--- src/rtl/regfile_pkg.sv ---
// Shared types and constants for the register-file writeback arbiter.
// Register 31 is the zero register (XZR): writes are accepted but discarded.
package regfile_pkg;

  localparam int NUM_REGS = 32;
  localparam logic [4:0] ZERO_REG = 5'd31;

  typedef logic [4:0] reg_addr_t;

  typedef enum logic {
    WB_EX  = 1'b0,
    WB_MEM = 1'b1
  } wb_src_e;

endpackage

--- src/rtl/rr_arb2.sv ---
// Two-requester round-robin arbiter; last_grant remembers the most recent winner
// and only moves when a grant is actually issued.
module rr_arb2
  import regfile_pkg::*;
(
  input  logic       clk,
  input  logic       reset,
  input  logic [1:0] req,
  output logic [1:0] grant
);

  wb_src_e last_grant_q;
  wb_src_e last_grant_d;

  always_comb begin
    grant        = 2'b00;
    last_grant_d = last_grant_q;
    unique case (req)
      2'b01:   grant = 2'b01;
      2'b10:   grant = 2'b10;
      2'b11:   grant = (last_grant_q == WB_MEM) ? 2'b01 : 2'b10;
      default: grant = 2'b00;
    endcase
    if (grant[0]) begin
      last_grant_d = WB_EX;
    end else if (grant[1]) begin
      last_grant_d = WB_MEM;
    end
  end

  // Resetting to WB_MEM lets requester 0 win the first conflict.
  always_ff @(posedge clk) begin
    if (reset) begin
      last_grant_q <= WB_MEM;
    end else begin
      last_grant_q <= last_grant_d;
    end
  end

endmodule

--- src/rtl/regfile_wb_arbiter.sv ---
// Shares the register-file write port between EX and MEM writeback and keeps a
// per-register pending-write scoreboard that decode uses to stall on RAW hazards.
module regfile_wb_arbiter
  import regfile_pkg::*;
#(
  parameter int DATA_WIDTH = 64,
  parameter int CNT_WIDTH  = 2
) (
  input  logic                  clk,
  input  logic                  reset,
  input  logic [1:0]            wb_valid,
  output logic [1:0]            wb_ready,
  input  reg_addr_t             wb_addr0,
  input  reg_addr_t             wb_addr1,
  input  logic [DATA_WIDTH-1:0] wb_data0,
  input  logic [DATA_WIDTH-1:0] wb_data1,
  output logic                  rf_wr_en,
  output reg_addr_t             rf_wr_addr,
  output logic [DATA_WIDTH-1:0] rf_wr_data,
  input  logic                  issue_valid,
  input  reg_addr_t             issue_addr,
  output logic                  issue_stall,
  input  reg_addr_t             rs_addr1,
  input  reg_addr_t             rs_addr2,
  output logic [1:0]            rs_busy,
  output logic                  sb_error
);

  localparam logic [CNT_WIDTH-1:0] CNT_MAX = '1;

  logic [1:0]            grant;
  logic                  xfer;
  reg_addr_t             xfer_addr;
  logic [DATA_WIDTH-1:0] xfer_data;
  logic                  issue_inc;
  logic [NUM_REGS-1:0]   inc_vec;
  logic [NUM_REGS-1:0]   dec_vec;

  logic                  rf_wr_en_q,   rf_wr_en_d;
  reg_addr_t             rf_wr_addr_q, rf_wr_addr_d;
  logic [DATA_WIDTH-1:0] rf_wr_data_q, rf_wr_data_d;
  logic                  sb_error_q,   sb_error_d;
  logic [CNT_WIDTH-1:0]  cnt_q [NUM_REGS];
  logic [CNT_WIDTH-1:0]  cnt_d [NUM_REGS];

  rr_arb2 u_arb (
    .clk   (clk),
    .reset (reset),
    .req   (wb_valid),
    .grant (grant)
  );

  assign wb_ready = grant;

  // Hazard outputs look at registered counts, so a same-cycle commit does not unbusy.
  assign issue_stall = (issue_addr != ZERO_REG) && (cnt_q[issue_addr] == CNT_MAX);
  assign rs_busy[0]  = (rs_addr1 != ZERO_REG) && (cnt_q[rs_addr1] != '0);
  assign rs_busy[1]  = (rs_addr2 != ZERO_REG) && (cnt_q[rs_addr2] != '0);

  always_comb begin
    xfer      = |(wb_valid & grant);
    xfer_addr = grant[1] ? wb_addr1 : wb_addr0;
    xfer_data = grant[1] ? wb_data1 : wb_data0;
    issue_inc = issue_valid && !issue_stall && (issue_addr != ZERO_REG);
    inc_vec   = issue_inc ? (NUM_REGS'(1) << issue_addr) : '0;
    dec_vec   = (xfer && (xfer_addr != ZERO_REG)) ? (NUM_REGS'(1) << xfer_addr) : '0;
  end

  always_comb begin
    rf_wr_en_d   = xfer && (xfer_addr != ZERO_REG);
    rf_wr_addr_d = rf_wr_addr_q;
    rf_wr_data_d = rf_wr_data_q;
    if (rf_wr_en_d) begin
      rf_wr_addr_d = xfer_addr;
      rf_wr_data_d = xfer_data;
    end
  end

  // A commit to an idle register is a pipeline bug: hold the count at zero and flag it.
  always_comb begin
    sb_error_d = sb_error_q;
    for (int r = 0; r < NUM_REGS; r++) begin
      cnt_d[r] = cnt_q[r];
      if (inc_vec[r] && !dec_vec[r]) begin
        if (cnt_q[r] != CNT_MAX) begin
          cnt_d[r] = cnt_q[r] + CNT_WIDTH'(1);
        end
      end else if (dec_vec[r] && !inc_vec[r]) begin
        if (cnt_q[r] == '0) begin
          sb_error_d = 1'b1;
        end else begin
          cnt_d[r] = cnt_q[r] - CNT_WIDTH'(1);
        end
      end
    end
  end

  always_ff @(posedge clk) begin
    if (reset) begin
      rf_wr_en_q   <= 1'b0;
      rf_wr_addr_q <= '0;
      rf_wr_data_q <= '0;
      sb_error_q   <= 1'b0;
      for (int r = 0; r < NUM_REGS; r++) begin
        cnt_q[r] <= '0;
      end
    end else begin
      rf_wr_en_q   <= rf_wr_en_d;
      rf_wr_addr_q <= rf_wr_addr_d;
      rf_wr_data_q <= rf_wr_data_d;
      sb_error_q   <= sb_error_d;
      for (int r = 0; r < NUM_REGS; r++) begin
        cnt_q[r] <= cnt_d[r];
      end
    end
  end

  assign rf_wr_en   = rf_wr_en_q;
  assign rf_wr_addr = rf_wr_addr_q;
  assign rf_wr_data = rf_wr_data_q;
  assign sb_error   = sb_error_q;

endmodule

--- config.mk ---
export PLATFORM = sky130hd
export DESIGN_NAME = regfile_wb_arbiter
export DESIGN_NICKNAME = d
export VERILOG_FILES = /design/src/rtl/regfile_pkg.sv /design/src/rtl/rr_arb2.sv /design/src/rtl/regfile_wb_arbiter.sv
export SDC_FILE = /design/constraint.sdc
export NUM_CORES = 1
export LEC_CHECK = 0
export ABC_AREA = 1
export BUFFER_PORTS_ARGS = -buffer_cell sky130_fd_sc_hd__clkbuf_2
export CAP_MARGIN = 10
export CORE_UTILIZATION = 45
export DETAILED_ROUTE_END_ITERATION = 16
export HOLD_SLACK_MARGIN = 0.15
export PLACE_DENSITY = 0.78
export REMOVE_ABC_BUFFERS = 1
export SLEW_MARGIN = 5
export SYNTH_ARGS = -nofsm -noshare
export SYNTH_HDL_FRONTEND = slang
export SYNTH_HIERARCHICAL = 1
export SYNTH_SLANG_ARGS = --single-unit
--- constraint.sdc ---
create_clock -name clk -period 3.19 [get_ports clk]
set_input_delay 0.7975 -clock clk [delete_from_list [all_inputs] [get_ports clk]]
set_output_delay 0.7975 -clock clk [all_outputs]
set_load 0.05 [all_outputs]
==> results.cfg <==
[run_status]
status = completed

[critical_path]
end_kind = output port
cp.required_ps = 2390
cp_max_fo = 12
arrival_ps = 2310
crit_path_start_kind = input port
crit_type = in -> out
reg2reg_slack_ps = 310

[logic_synthesis]
syn_inst = 1472
synth_top_area_share_pct = 27.9
synthTopCellsByCount = 244 x nand2_1, 204 x inv_1, 156 x nor2_1, 151 x a21oi_1, 140 x o21ai_0
synth.most_common_cell = nand2_1
ys_seq_elements = 136
syn_area_um2 = 9770
yosysTopAreaCell = dfxtp_1
ys_async_sr_fraction_pct = 0
synth_edf_count = 0
ys_warn_count = 6
ys_seq_area_share_pct = 27.9
yosys-top-cells-area = dfxtp_1 28%, nand2_1 9.4%, ha_1 8.2%, inv_1 7.8%, a21oi_1 7.7%
yosysUniqueCellTypes = 42
ys.flop_type = dfxtp_1
syn_area_per_cell_um2 = 6.64

[grt]
grt_pass1_vias = 10400
grt_use_total_pct = 29.8
grt_pass1_wl_um = 52000
grt_overflow_total = 0
grt_max_degree = 72
antenna_found_initial = 2

[pwr]
p_switching_mw = 1.73
clkPwrFrac_pct = 35.8
power.density_nw_per_um2 = 392
p_sw_share_pct = 35.1
sequentialPowerShare_pct = 37.5
comb_power_share_pct = 26.7
internal_power_mw = 3.20
power.leakage_nw = 5.81
fin_total_pwr_mw = 4.94
ir_worst_vdd_mv = 0.343

[floorplanning]
row_count = 53
die_y_um = 149
start_util_pct = 46.2
die_area_um2 = 22300
core_region_area_um2 = 21200
die_w_um = 149
ioPinCount = 234

[clock_tree]
ctsHoldBuffers = 0
numCtsBuffers = 17
clk_pin_slew_ps = 60
cts_sinks = 136
cts_tree = done
worstSkewPairLatency_ps = 420
clk_path_buf_depth = 2
ctsRootBufferMaster = clkbuf_16
cts.htree.levels = 4

[sta]
finalHoldViolations = 0
post-route-period-util_pct = 97.5
setup_slack_ps = 80.4
finalSetupViolCount = 0
fin_skew_ps = 13.3
post-route-min-period_ps = 3110
max_slew_margin_pct = 46.7
fmaxAchievable_mhz = 322
worst_pin_slew_ps = 800
drv_slew = 0

[layout]
drive_above_1_share_pct = 25.8
area_delta_synth_final_pct = 28.9
nets = 2010
fillers = 1914

[placement]
gp_congestion = 1.03
dp_hpwl_um = 26300
preCtsSetupSlack_ps = -306
port_buffers = 233

[drt]
antenna_left = 0
drt_wl_total_um = 33400
vias = 11000
first_pass_iters = 9
drc = 0
vias_per_cell = 5.31
drt_iter0_markers = 961
wl_per_cell_um = 16.1

[min_path]
hp-class = reg -> reg

[flow_run]
drv_cap = 0
==> final cells by class <==
type                    count  area [um2]  area share [%]
clock inverters            12        83.8           0.666
diodes                      3        7.51          0.0596
well taps                 275         344            2.73
repair buffers            363        2290            18.2
flip-flops and latches    136        2720            21.6
multi-input cells        1049        5880            46.7
inverters                 221         842            6.69
clock buffers              18         429            3.41
==> sequential cells by signal (all words and copies together) (netlist names) <==
signal              cells
cnt_q                  64
rf_wr_data             64
rf_wr_addr              5
rf_wr_en                1
sb_error                1
u_arb/last_grant_q      1
==> logic make-up (layout without fill, tap and decap cells) <==
group / after synthesis / in the layout / synth area share [%]
AND/OR/NAND/NOR: 574 / 574 / 26.0
buffers and inverters: 289 / 614 / 12.6
other: 2 / 7 / 0.0769
multiplexers: 64 / 64 / 6.56
flip-flops: 136 / 136 / 27.9
adder cells (fa/ha/maj): 64 / 64 / 8.20
AO/OA/AOI/OAI: 343 / 343 / 18.8
==> metal layers <==
metal	share of wire, %	wire length (um)	vias to the layer above	GRT usage [%]
li1	-	-	5459	-
met1	41	13600	5018	34.9
met2	47	15600	466	49.8
met3	8.9	2990	86	9.05
met4	3.7	1230	0	13.4
met5	0	0	-	0
==> final timing paths <==
kind	startpoint	end	cells past startpoint
worst min register to register	cnt_q[3][1]$_SDFFE_PP0P_	cnt_q[3][1]$_SDFFE_PP0P_	2
worst max-delay path	issue_addr[1]	issue_stall	14
worst max register to register	u_arb/last_grant_q$_SDFFE_PP1P_	sb_error$_SDFF_PP0_	21
worst min-delay path	cnt_q[3][1]$_SDFFE_PP0P_	cnt_q[3][1]$_SDFFE_PP0P_	2
==> power groups by stage <==
stage / logic, mW / clock network, mW / registers (mW)
after floorplan: 0.460 / 0 / 2.20
after global placement: 1.26 / 0 / 1.88
after detailed placement: 1.28 / 0 / 1.88
after CTS: 1.29 / 1.79 / 1.85
after global routing: 1.40 / 1.87 / 1.86
final: 1.32 / 1.77 / 1.85
==> per-stage QoR <==
stage,util (%),cell area [um2],hold WS [ps],TNS [ps],instances
finish,59.5,12600,484,0,2077
global route,59.5,12600,495,-17.8,2076
CTS,58.9,12500,481,0,2072
detailed placement,56.4,11900,464,-1660,2042
global placement,56.4,11900,454,-465,2042
floorplan,-,9380,442,-270830,1406
==> worst max-delay path: stages <==
cell and delay [ps]:
clkbuf_4 180, inv_4 150, buf_12 130, nand2_1 60, nand2_1 50, nand2_1 80
nand2_1 80, nand3_1 70, nand2_1 80, nand2_2 80, buf_8 160, buf_4 150
nand2_2 100, buf_12 140
==> placed cells by master (no fill, tap or decap), types with 4 or more instances in the layout <==
cell / n
nand2_1: 241
clkbuf_2: 230
inv_1: 204
nor2_1: 151
a21oi_1: 151
o21ai_0: 136
dfxtp_1: 136
buf_4: 120
nand3_1: 79
mux2i_1: 64
ha_1: 64
nand4_1: 38
o21ai_1: 19
clkbuf_16: 18
nor3_1: 17
or2_2: 16
inv_2: 11
a21oi_2: 11
nor2_4: 10
o211ai_1: 8
buf_12: 8
nand2_2: 5
nor2_2: 5
clkinv_2: 5
clkinv_4: 5
o22ai_1: 4
conb_1: 4
==> what timing repair did <==
action                                  4_1_cts  5_1_grt
resized for setup                             5       29
pin swaps                                     0        1
buffers inserted                              0        1
endpoints found under the setup margin        1        2
gates cloned                                  0        1
Note: power is estimated with default switching activity, not from simulation.
